**src/rtl/imm_encode.sv**
```systemverilog
// Narrows a 32-bit signed value into the 17-bit immediate of an I-type word
// and queues the word in a 2-entry FIFO behind valid/ready handshakes.
module imm_encode #(
  parameter int SAT   = 1,
  parameter int CNT_W = 8
) (
  input  logic                    clock,
  input  logic                    reset,
  input  logic                    in_valid,
  output logic                    in_ready,
  input  logic [4:0]              in_opcode,
  input  logic [4:0]              in_rd,
  input  logic [4:0]              in_rs,
  input  logic signed [31:0]      in_value,
  output logic                    out_valid,
  input  logic                    out_ready,
  output logic [31:0]             out_insn,
  output logic                    out_range_err,
  output logic                    err_sticky,
  output logic [CNT_W-1:0]        err_count
);

  function automatic logic fits17(input logic signed [31:0] v);
    return (v[31:16] == {16{v[16]}});
  endfunction

  function automatic logic [16:0] sat17(input logic signed [31:0] v);
    if (fits17(v) || (SAT == 0)) return v[16:0];
    return v[31] ? 17'h10000 : 17'h0FFFF;
  endfunction

  logic [31:0] mem_insn [2];
  logic        mem_err  [2];
  logic        wr_ptr;
  logic        rd_ptr;
  logic [1:0]  count;

  logic        push_p0;
  logic        pop_p0;
  logic        err_p0;
  logic [31:0] insn_p0;

  // Stage p0: combinational encode of the presented word
  assign in_ready  = (count != 2'd2);
  assign out_valid = (count != 2'd0);
  assign push_p0   = in_valid && in_ready;
  assign pop_p0    = out_valid && out_ready;
  assign err_p0    = !fits17(in_value);
  assign insn_p0   = {in_opcode, in_rd, in_rs, sat17(in_value)};

  // Stage p1: queue storage; gated by out_valid so stale entries never show
  always_ff @(posedge clock) begin
    if (push_p0) begin
      mem_insn[wr_ptr] <= insn_p0;
      mem_err[wr_ptr]  <= err_p0;
    end
  end

  assign out_insn      = out_valid ? mem_insn[rd_ptr] : 32'd0;
  assign out_range_err = out_valid ? mem_err[rd_ptr]  : 1'b0;

  always_ff @(posedge clock or negedge reset) begin
    if (!reset) begin
      wr_ptr     <= 1'b0;
      rd_ptr     <= 1'b0;
      count      <= 2'd0;
      err_sticky <= 1'b0;
      err_count  <= '0;
    end else begin
      if (push_p0) wr_ptr <= ~wr_ptr;
      if (pop_p0)  rd_ptr <= ~rd_ptr;
      count <= count + {1'b0, push_p0} - {1'b0, pop_p0};
      if (push_p0 && err_p0) begin
        err_sticky <= 1'b1;
        if (err_count != {CNT_W{1'b1}}) err_count <= err_count + 1'b1;
      end
    end
  end

endmodule

```
**config.mk**
```make
export PLATFORM = sky130hd
export DESIGN_NAME = imm_encode
export DESIGN_NICKNAME = d
export VERILOG_FILES = /design/src/rtl/imm_encode.sv
export SDC_FILE = /design/constraint.sdc
export NUM_CORES = 1
export LEC_CHECK = 0
export ABC_AREA = 0
export BUFFER_PORTS_ARGS = -buffer_cell sky130_fd_sc_hd__buf_2
export CAP_MARGIN = 20
export CORE_MARGIN = 2
export CORE_UTILIZATION = 50
export DETAILED_ROUTE_END_ITERATION = 6
export PLACE_DENSITY = 0.76
export SLEW_MARGIN = 40
export SYNTH_ARGS = -nofsm -noshare
export SYNTH_HDL_FRONTEND = slang
export SYNTH_SLANG_ARGS = --single-unit
```
**constraint.sdc**
```tcl
create_clock -name clock -period 5.3 [get_ports clock]
set_input_delay 0.265 -clock clock [delete_from_list [all_inputs] [get_ports clock]]
set_output_delay 0.265 -clock clock [all_outputs]
set_load 0.02 [all_outputs]
```
==> impl_metrics.json <==
{
  "cp-end-kind": "flop",
  "regArea_um2": 2310,
  "syn_to_final_growth_pct": 24.5,
  "core-area_um2": 6390,
  "status": "completed",
  "r2r_setup_slack_ps": 3150,
  "holdPathStages": 1,
  "synth_nets": 285,
  "grt_use_total_pct": 17.5,
  "dp_cells": 393,
  "die_h_um": 85.6,
  "hold_start": "in_rd[0]",
  "finalSetupViolations": 0,
  "tns_ps": 0,
  "drtPass1Iterations": 4,
  "pin_count": 95,
  "power.density_nw_per_um2": 566,
  "hold_end": "mem_insn[1][22]",
  "drc_errors": 0,
  "vdd_drop_max_uv": 313,
  "vias": 2183,
  "io_buffers": 94,
  "slowest_delay_ps": 440,
  "maxCapViolations": 0,
  "die_w_um": 85.6,
  "finClkSkew_ps": 5.78,
  "path_clk_slew_ps": 80,
  "root_buffer": "clkbuf_8",
  "crit_cells": 9,
  "grt_setup_unrepaired": "no",
  "rr_worst_depth": 9,
  "nFillCells": 522,
  "wire_per_inst_um": 15.0,
  "finalNonFillerCells": 411,
  "antenna_found_initial": 0,
  "dieArea_um2": 7340,
  "cts_num_sinks": 79,
  "dp_hpwl_um": 4080,
  "grt_max_degree": 35,
  "dpl_cell_area_um2": 3890,
  "start_util_pct": 52.2,
  "r2r_start": "count[1]",
  "drtIter0Drc": 149,
  "cts_buffers": 9,
  "cts_tree": "built",
  "leakagePower_nw": 1.81,
  "startpoint_type": "flop",
  "post-place-ws_ps": 2940,
  "drt-total-wl_um": 6180,
  "grt_first_pass_wirelength_um": 9720,
  "worst-path-max-fanout": 21,
  "cts_buffer_depth": 2,
  "gp_congestion": 0.708,
  "synthDistinctLibCells": 27,
  "ys.flop_type": "edfxtp_1",
  "drive_gt1_share_pct": 35.3,
  "stdcell_area_um2": 4150,
  "slew_viol_final": 0,
  "grt_pass1_vias": 2088,
  "period_minus_slack_ps": 2150,
  "insertion_delay_ps": 340,
  "critPathLaunch": "count[1]",
  "cp_slowest_cell": "dfrtp_1",
  "postSynthCellCount": 231,
  "cp.required_ps": 5560,
  "crit_type": "reg2reg",
  "ys_warn_count": 0,
  "path_delay_family": "simple AND/OR/NAND/NOR gates",
  "hold_viol": 0,
  "regToRegEndpoint": "count[1]",
  "fmax_mhz": 465,
  "drtAntennaViolNets": 0,
  "fin_crit_sh_pct": 40.6,
  "via_per_inst": 5.31,
  "ys_seq_elements": 79,
  "rows": 29,
  "antenna_cells": 0,
  "multi_input_area_um2": 973,
  "crit_buf_inv": 3,
  "ys_seq_area_share_pct": 69.2,
  "slew_headroom_pct": 45.4,
  "crit_arrival_ps": 2410,
  "crit_path_cell_trace": "nor2_4, buf_16, inv_1, and2_1, ha_1, inv_1, ha_1, xnor2_1, xnor2_1",
  "netlist_area_um2": 3330,
  "synthArstFlopShare_pct": 16.5,
  "worst_slew_pin_slew_ps": 819,
  "htreeDepth": 3,
  "grt-ovfl-total": 0,
  "layout_setup_ws_ps": 3150,
  "synth.avg_cell_area_um2": 14.4,
  "synth-edff-count": 66,
  "fin_hold_ws_ps": 105,
  "holdCritPathClass": "in2reg",
  "fin_nets": 383
}
## flip-flops by register name, summed over array words and instances, names as in the netlist
signal / cells
mem_insn: 64
mem_err: 2
rd_ptr: 1
err_sticky: 1
wr_ptr: 1
count: 2
err_count: 8
## kinds of logic (layout without fill, tap and decap cells)
logic type                 Yosys count  count (layout)  share of synthesized area [%]
adders and majority gates            3               3                           1.13
and+or+nand+nor                     72              72                           9.91
AOI/OAI and AO/OA                   18              18                           4.47
DFF                                 79              79                           69.2
muxes                               35              35                           10.6
xor gates and xnor gates            10              10                           2.63
buffers and inverters               14             117                           2.06
## worst register-to-register path, stage by stage, from the launching register on
cell     delay, ps
dfrtp_1        440
nor2_4         390
buf_16         210
inv_1           70
and2_1         180
ha_1           270
inv_1           40
ha_1           170
xnor2_1        160
xnor2_1        130
## synth_stat cells, drive strengths merged, types with 2 or more instances
cell     n  share of area (%)
mux2i   33                9.9
nor3     4               0.60
nor2    38                4.4
edfxtp  66                 59
nand3    6               0.90
buf      6                1.2
nor4     7                1.3
inv      3               0.34
and3     2               0.38
mux2     2               0.68
ha       3                1.1
clkbuf   5               0.56
nand4    4               0.75
xor2     7                1.8
nand2    6               0.68
xnor2    3               0.79
a21o    16                3.6
dfrtp   13                9.8
nand2b   2               0.38
## worst max path at each step
stage	to	slack [ps]
after global routing	count[1]	3040
after global placement	count[1]	3010
final	count[1]	3150
after detailed placement	count[1]	2940
after CTS	count[1]	2920
after floorplan	mem_err[0]	2600
## stage by stage
stage	util (%)	total power [mW]
after CTS	64.6	2.35
after floorplan	-	1.55
after global routing	65.0	2.48
after detailed placement	61.0	1.87
after global placement	60.4	1.83
final	65.0	2.35
## layout make-up
class                           count  area share (%)
Clock buffer                        9            2.98
Multi-Input combinational cell    138            23.5
Timing Repair Buffer               98            13.0
Clock inverter                      7            2.32
Tap cell                           77            2.32
Inverter                            3           0.271
Sequential cell                    79            55.7
## per-layer routing
metal / wire (um) / GRT usage (%)
met5: 0 / 0
met2: 3240 / 30.4
met4: 81 / 6.35
met1: 2510 / 21.0
met3: 352 / 4.72
## power breakdown
| part | switching [mW] | internal (mW) | leakage (nW) |
|---|---|---|---|
| logic | 0.536 | 0.343 | 0.946 |
| registers | 0.133 | 0.850 | 0.765 |
| clock network | 0.219 | 0.266 | 0.103 |
## placed cells by master, fill, tap and decap left out, types with 2 or more instances in the layout
cell type and n:
a21o_1 16, buf_2 94, buf_8 2, bufinv_16 2, clkbuf_8 9, clkinvlp_4 2, dfrtp_1 12, edfxtp_1 66
ha_1 3, inv_1 3, mux2_1 2, mux2i_1 33, nand2_1 6, nand2b_1 2, nand3_1 6, nand4_1 4
nor2_1 35, nor2_4 2, nor3_1 4, nor4_1 7, xnor2_1 3, xor2_1 7
## timing repair
item | CTS | global route
setup buffers | 0 | 0
endpoints found under the hold margin | 13 | 0
gates resized for setup | 0 | 0
hold buffers | 1 | 0
(Power assumes the default switching activity.)
